--- src/rtl/cdb_arbiter.sv ---
`default_nettype none
// ============================================================================
//  Module   : cdb_arbiter
//  Purpose  : Round-robin Common Data Bus arbiter with register-file / memory
//             write-back decode for the Tomasulo core.
//  Revision : 1.0 - initial release
// ============================================================================
module cdb_arbiter #(
    parameter int NREQ  = 4,
    parameter int WIDTH = 16,
    parameter int TAGW  = 2
) (
    input  logic                  clk,
    input  logic                  rst_n,
    input  logic [NREQ-1:0]       req,
    input  logic [4*NREQ-1:0]     req_op,
    input  logic [3*NREQ-1:0]     req_dest,
    input  logic [WIDTH*NREQ-1:0] req_data,
    input  logic                  hold,
    output logic [NREQ-1:0]       grant,
    output logic                  cdb_valid,
    output logic [TAGW-1:0]       cdb_tag,
    output logic [WIDTH-1:0]      cdb_data,
    output logic                  rf_we,
    output logic [2:0]            rf_addr,
    output logic [WIDTH-1:0]      rf_data,
    output logic [5:0]            ld_addr,
    output logic                  mem_we,
    output logic [5:0]            mem_addr,
    output logic [2:0]            mem_src,
    output logic                  illegal_op
);

    localparam logic [3:0] c_OP_ADD = 4'b0000;
    localparam logic [3:0] c_OP_SUB = 4'b0001;
    localparam logic [3:0] c_OP_MUL = 4'b0100;
    localparam logic [3:0] c_OP_LD  = 4'b0010;
    localparam logic [3:0] c_OP_SD  = 4'b0011;

    typedef enum logic [0:0] {
        IDLE  = 1'b0,
        BCAST = 1'b1
    } state_t;

    state_t            r_state;
    state_t            w_nextState;
    logic [TAGW-1:0]   r_last;
    logic [TAGW-1:0]   w_winner;
    logic [TAGW-1:0]   w_idx;
    logic              w_found;
    logic              w_grantEn;
    logic [3:0]        w_op;
    logic [2:0]        w_dest;
    logic [WIDTH-1:0]  w_data;
    logic              w_isArith;
    logic              w_isLd;
    logic              w_isSd;

    logic [TAGW-1:0]   r_cdbTag;
    logic [WIDTH-1:0]  r_cdbData;
    logic              r_rfWe;
    logic [2:0]        r_rfAddr;
    logic [WIDTH-1:0]  r_rfData;
    logic [5:0]        r_ldAddr;
    logic              r_memWe;
    logic [5:0]        r_memAddr;
    logic [2:0]        r_memSrc;
    logic              r_illegal;

    // Scan from the farthest candidate back to the nearest so the nearest
    // requester after r_last is the one left standing.
    always_comb begin
        w_found  = 1'b0;
        w_winner = '0;
        w_idx    = '0;
        for (int i = NREQ; i >= 1; i--) begin
            w_idx = TAGW'((int'(r_last) + i) % NREQ);
            if (req[w_idx]) begin
                w_found  = 1'b1;
                w_winner = w_idx;
            end
        end
    end

    assign w_grantEn = rst_n & ~hold & w_found;
    assign grant     = w_grantEn ? (NREQ'(1) << w_winner) : '0;

    always_comb begin
        w_op   = '0;
        w_dest = '0;
        w_data = '0;
        for (int i = 0; i < NREQ; i++) begin
            if (TAGW'(i) == w_winner) begin
                w_op   = req_op[4*i +: 4];
                w_dest = req_dest[3*i +: 3];
                w_data = req_data[WIDTH*i +: WIDTH];
            end
        end
    end

    assign w_isArith = (w_op == c_OP_ADD) || (w_op == c_OP_SUB) || (w_op == c_OP_MUL);
    assign w_isLd    = (w_op == c_OP_LD);
    assign w_isSd    = (w_op == c_OP_SD);

    always_comb begin
        w_nextState = IDLE;
        if (w_grantEn) begin
            w_nextState = BCAST;
        end
    end

    always_ff @(posedge clk or negedge rst_n) begin
        if (!rst_n) begin
            r_state <= IDLE;
        end else begin
            r_state <= w_nextState;
        end
    end

    always_ff @(posedge clk or negedge rst_n) begin
        if (!rst_n) begin
            r_last    <= TAGW'(NREQ - 1);
            r_cdbTag  <= '0;
            r_cdbData <= '0;
            r_rfWe    <= 1'b0;
            r_rfAddr  <= '0;
            r_rfData  <= '0;
            r_ldAddr  <= '0;
            r_memWe   <= 1'b0;
            r_memAddr <= '0;
            r_memSrc  <= '0;
            r_illegal <= 1'b0;
        end else begin
            r_rfWe  <= 1'b0;
            r_memWe <= 1'b0;
            if (w_grantEn) begin
                r_last    <= w_winner;
                r_cdbTag  <= w_winner;
                r_cdbData <= w_data;
                if (w_isArith || w_isLd) begin
                    // There is no R0, so a zero destination broadcasts only.
                    r_rfWe   <= (w_dest != 3'd0);
                    r_rfAddr <= w_dest;
                    r_rfData <= w_data;
                end
                if (w_isLd) begin
                    r_ldAddr <= w_data[5:0];
                end
                if (w_isSd) begin
                    r_memWe   <= 1'b1;
                    r_memAddr <= w_data[5:0];
                    r_memSrc  <= w_dest;
                end
                if (!(w_isArith || w_isLd || w_isSd)) begin
                    r_illegal <= 1'b1;
                end
            end
        end
    end

    assign cdb_valid  = (r_state == BCAST);
    assign cdb_tag    = r_cdbTag;
    assign cdb_data   = r_cdbData;
    assign rf_we      = r_rfWe;
    assign rf_addr    = r_rfAddr;
    assign rf_data    = r_rfData;
    assign ld_addr    = r_ldAddr;
    assign mem_we     = r_memWe;
    assign mem_addr   = r_memAddr;
    assign mem_src    = r_memSrc;
    assign illegal_op = r_illegal;

endmodule
`default_nettype wire

--- config.mk ---
export PLATFORM = sky130hd
export DESIGN_NAME = cdb_arbiter
export DESIGN_NICKNAME = d
export VERILOG_FILES = /design/src/rtl/cdb_arbiter.sv
export SDC_FILE = /design/constraint.sdc
export NUM_CORES = 1
export LEC_CHECK = 0
export ABC_AREA = 1
export ABC_CLOCK_PERIOD_IN_PS = 5300
export CAP_MARGIN = 20
export CORE_MARGIN = 1.5
export CORE_UTILIZATION = 41
export CTS_CLUSTER_SIZE = 30
export DETAILED_ROUTE_END_ITERATION = 7
export MAX_ROUTING_LAYER = met4
export PLACE_DENSITY = 0.81
export REMOVE_ABC_BUFFERS = 1
export SETUP_SLACK_MARGIN = 0.2
export SYNTH_ARGS = -nofsm -noshare
export SYNTH_HDL_FRONTEND = slang
export SYNTH_SLANG_ARGS = --single-unit
export TNS_END_PERCENT = 100
--- constraint.sdc ---
create_clock -name clk -period 5.3 [get_ports clk]
set_input_delay 1.06 -clock clk [delete_from_list [all_inputs] [get_ports clk]]
set_output_delay 1.06 -clock clk [all_outputs]
set_load 0.1 [all_outputs]
; ---- Word-level counts from Yosys, hierarchy flattened
; Cells that the tools add are included.
; W data, S select, Z words.
[totals]
ff_bits = 58
latch_bits = 0
ramBits = 0
romBits = 0
in_bits = 99
output_inout_bits = 60
wordCells = 77
n_memories = 0
[op_classes]
addsub = 4
mul = 0
div_mod_pow = 0
magnitude_cmp = 4
n_eq_ne = 7
shifts = 1
muxes = 34
n_bitwise = 4
n_reduce_logical = 11
[ops]
columns = op, n
row1 = $mux W16, 4
row2 = $mux W4, 5
row3 = $mux W1, 13
row4 = $lt A2 B3 Y1 const B, 4
row5 = $mux W3, 4
row6 = $bmux W1 S2, 4
row7 = $eq A4 B2 Y1 const B, 2
row8 = $mux W2, 4
row9 = $reduce_and A2 Y1, 4
row10 = $add A2 B1 Y2 const B, 2
row11 = $add A2 B2 Y2 const B, 2
row12 = $eq A2 B2 Y1 const A, 2
row13 = $eq A4 B1 Y1 const B, 1
row14 = $eq A4 B3 Y1 const B, 1
row15 = $logic_not A4 Y1, 1
row16 = $logic_or A1 B1 Y1, 4
row17 = $shl A1 B2 Y4 const A, 1
row18 = $reduce_bool A3 Y1, 1
row19 = $and A1 B1 Y1, 2
row20 = $eq A1 B2 Y1 const A, 1
row21 = $logic_not A2 Y1, 1
row22 = $not A1 Y1, 2

; ---- Logic depth before layout (Yosys ltp)
[depth]
ltp_word = 19
depth_mapped = 21
mapped_depth_nobuf = 19

; ---- Worst setup path after synthesis
; No wires, ideal clock.
[synth_timing]
kind = input to output
startpoint = in req[2]
endpoint = out grant[0]
arrival_time_ns = 4.159
required_ns = 4.240
slack_ns = 0.081
stages = 7
path_buffers = 1
cell_sequence = inv_1 > o21ai_2 > nor4_1 > nor3_2 > inv_1 > clkbuf_1 > nor3_1
[synth_via]
elab_chain_len = 8
elab_cells_between_ends = 19
cone_classes = shift: 1 / mux: 17 / bitwise: 1
[synth_lines]
columns = element, line_no
row1 = start: declaration, 15  ; input logic [NREQ-1:0] req,
row2 = $bmux W1 S2, 78  ; if (req[w_idx]) begin
row3 = $mux W1 (implied by the code), 78
row4 = $mux W2 or $mux W1 (tied branches) (4 in a row), 78
row5 = $shl A1 B2 Y4 or $and A1 B1 Y1 (tied branches), "86, 85"
row6 = $mux W4 *, 86  ; assign grant = w_grantEn ? (NREQ'(1) << w_winner) : '0;
row7 = end: declaration, 20  ; output logic [NREQ-1:0] grant,
; Every way passes the cells marked *; elsewhere a longest branch is shown, timed or not. The select of a mux whose other input is x is not followed.

; ---- Worst setup path after layout
[layout_timing]
startpoint = in req[0]
endpoint = out grant[1]
; The elaborated chain is that of the path after synthesis.

==> impl_metrics.ini <==
[logic_synthesis]
ys_seq_elements = 58
synth_compound_area_share_pct = 3.11
yosys.area_share.adder_pct = 0
synth_edf_count = 0
synth_top_area_share_pct = 43.0
ys_seq_area_share_pct = 44.6
yosys-top-cells-area = dfrtp_1 (43%), nand2_1 (25%), nand3_1 (7.7%)
ys_warn_count = 0
synth-simple-area-share_pct = 44.9
synth_common_cells = nand2_1 (218), dfrtp_1 (56), nand3_1 (50)
avgSynthCellArea_sq_um = 7.21
yosysTopAreaCell = dfrtp_1
synth_area_sq_um = 3260
synthXorXnorAreaFrac_pct = 0
synthDistinctLibCells = 29
muxShareOfSynthArea_pct = 0
async_flop_share_pct = 100
yosysMostFrequentCell = nand2_1
syn_inst = 452
ys.flop_type = dfrtp_1
synth_top_family_by_area = simple AND/OR/NAND/NOR gates

[drt]
drc = 0
vias_per_cell = 5.00
wl_per_cell_microns = 14.6
drtAntennaViolNets = 0
drtIter0Drc = 166
vias = 3553
dr.pass1.iters = 4
drt_wl_total_mm = 10.4

[critical_path]
path_class = in2out
cp_max_fo = 45
reg2reg_from = r_last[0]$_DFFE_PN1P_
timing.rr.end = rf_data[4]$_DFFE_PN0P_
r2r_cells = 18
r2r_setup_slack_ns = 1.64
cp-start-kind = primary input
end_kind = output pin
startpoint = req[0]
required_ns = 4.24
cp_data_arrival_time_ns = 3.11

[timing]
fin_crit_ns = 4.17
maxSlewHeadroom_pct = 32.5
fin_crit_sh_pct = 78.8
fin_worst_skew_ns = 0.00801
rsz0062_at_grt = false
worst_slew_pin_slew_ns = 1.01
maxSlewViolCount = 0
finalHoldViolCount = 0
setup_viol = 0
fmax_mhz = 240

[floorplan]
core_sq_um = 7730
die_area_sq_um = 8490
die_x_microns = 92.1
num_rows = 32
initial_core_util_pct = 42.2
fp.dieH_microns = 92.1
num_io_pins = 159

[finish]
area_delta_synth_final_pct = 56.2
fin_nets = 704
fin_cells = 711
num_antenna_cells = 0
nFillCells = 643
drive_above_1_share_pct = 10.2

[clock_network]
clk-insertion-delay-late_ns = 0.34
htreeDepth = 3
cts_made_buffers = 9
holdBufCountCts = 0
clkSinkCount = 58
cts_tree = yes
cts_buffer_depth = 2
clkTransAtPathRegs_ns = 0.06
root_buffer = clkbuf_8
ctsResizeCount = 0
post-cts-setup-buffers = 0

[global_routing]
grt_max_degree = 59
overflow = 0
antenna_found_initial = 0
grt_pass1_vias = 3432
grt_use_total_pct = 25.8
grt_pass1_wl_mm = 16.4

[worst_hold_path]
hold_end = ld_addr[1]$_DFFE_PN0P_
hp-class = reg2reg
hold_start = ld_addr[1]$_DFFE_PN0P_
hold_depth = 2

[placed_design]
port_buffers = 158
gp_congestion = 0.860
dp.cells = 696
dpl.hpwl_mm = 7.72

[job]
cap_violations = 0

[outcome]
status = completed
through the flow:
| step | setup slack (ns) | area, sq um | setup TNS, ns | hold slack [ns] | utilization, % |
|---|---|---|---|---|---|
| 2_1_floorplan | -1.34 | 3130 | -2.49 | 0.538 | - |
| 3_3_place_gp | 1.10 | 4910 | 0 | 0.452 | 63.5 |
| 3_5_place_dp | 0.929 | 4910 | 0 | 0.455 | 63.5 |
| 4_1_cts | 1.15 | 5090 | 0 | 0.478 | 65.9 |
| 5_1_grt | 0.889 | 5090 | 0 | 0.511 | 65.9 |
| 6_report | 1.13 | 5090 | 0 | 0.477 | 65.9 |
area by class of cell:
cell class                      instances  area (sq um)  share of cell area (%)
Sequential cell                        58          1450                    28.6
Clock buffer                           10           128                    2.51
Multi-Input combinational cell        344          1570                    30.9
Inverter                               29           109                    2.14
Tap cell                              102           128                    2.51
Timing Repair Buffer                  163          1640                    32.3
Clock inverter                          5          56.3                    1.11
routing by layer:
| layer | wire (microns) | track usage [%] | vias up |
|---|---|---|---|
| li1 | - | - | 1749 |
| met1 | 4260 | 30.3 | 1636 |
| met2 | 5160 | 43.2 | 149 |
| met5 | 0 | - | - |
| met4 | 171 | 9.74 | 0 |
| met3 | 795 | 5.72 | 19 |
state kept, by name (all words and copies together) (netlist names):
name	count
cdb_data	16
cdb_tag	2
cdb_valid	1
illegal_op	1
ld_addr	6
mem_addr	6
mem_src	3
mem_we	1
r_last	2
rf_addr	3
rf_data	16
rf_we	1
worst max-delay path by stage:
stage                             endpoint  slack, ns  cells after the start
floorplan                         grant[0]      -1.34                      6
finish                            grant[1]       1.13                      9
CTS                               grant[1]       1.15                      9
global route        rf_data[4]$_DFFE_PN0P_       0.89                     17
global placement    rf_data[6]$_DFFE_PN0P_       1.10                     19
detailed placement  rf_data[9]$_DFFE_PN0P_       0.93                     17
cells in the final DEF, fill, tap and decap left out, drive strengths merged, types with 2 or more instances in the layout:
| cell type | synthesis | final |
|---|---|---|
| a21oi | 2 | 2 |
| buf | 12 | 10 |
| clkbuf | 9 | 10 |
| clkdlybuf4s50 | 0 | 153 |
| clkinv | 0 | 3 |
| dfrtp | 56 | 56 |
| dfstp | 2 | 2 |
| inv | 29 | 29 |
| nand2 | 232 | 232 |
| nand3 | 53 | 53 |
| nand4 | 23 | 23 |
| nor2 | 12 | 12 |
| nor3 | 3 | 3 |
| o21ai | 16 | 16 |
cell families after synthesis:
kind of cell           after synthesis
AOI/OAI and AO/OA                   18
and+or+nand+nor                    326
DFF                                 58
buffers and inverters               50
worst max-delay path: stages:
cell,delay (ns)
clkdlybuf4s50_1,0.48
inv_1,0.06
o21ai_1,0.19
nor4_1,0.11
nor3_4,0.13
buf_4,0.43
nand2_1,0.17
nor2_1,0.15
buf_4,0.31
Power is not shown: default switching activity piles up to over one toggle a cycle in this logic, so the estimate is an artifact.
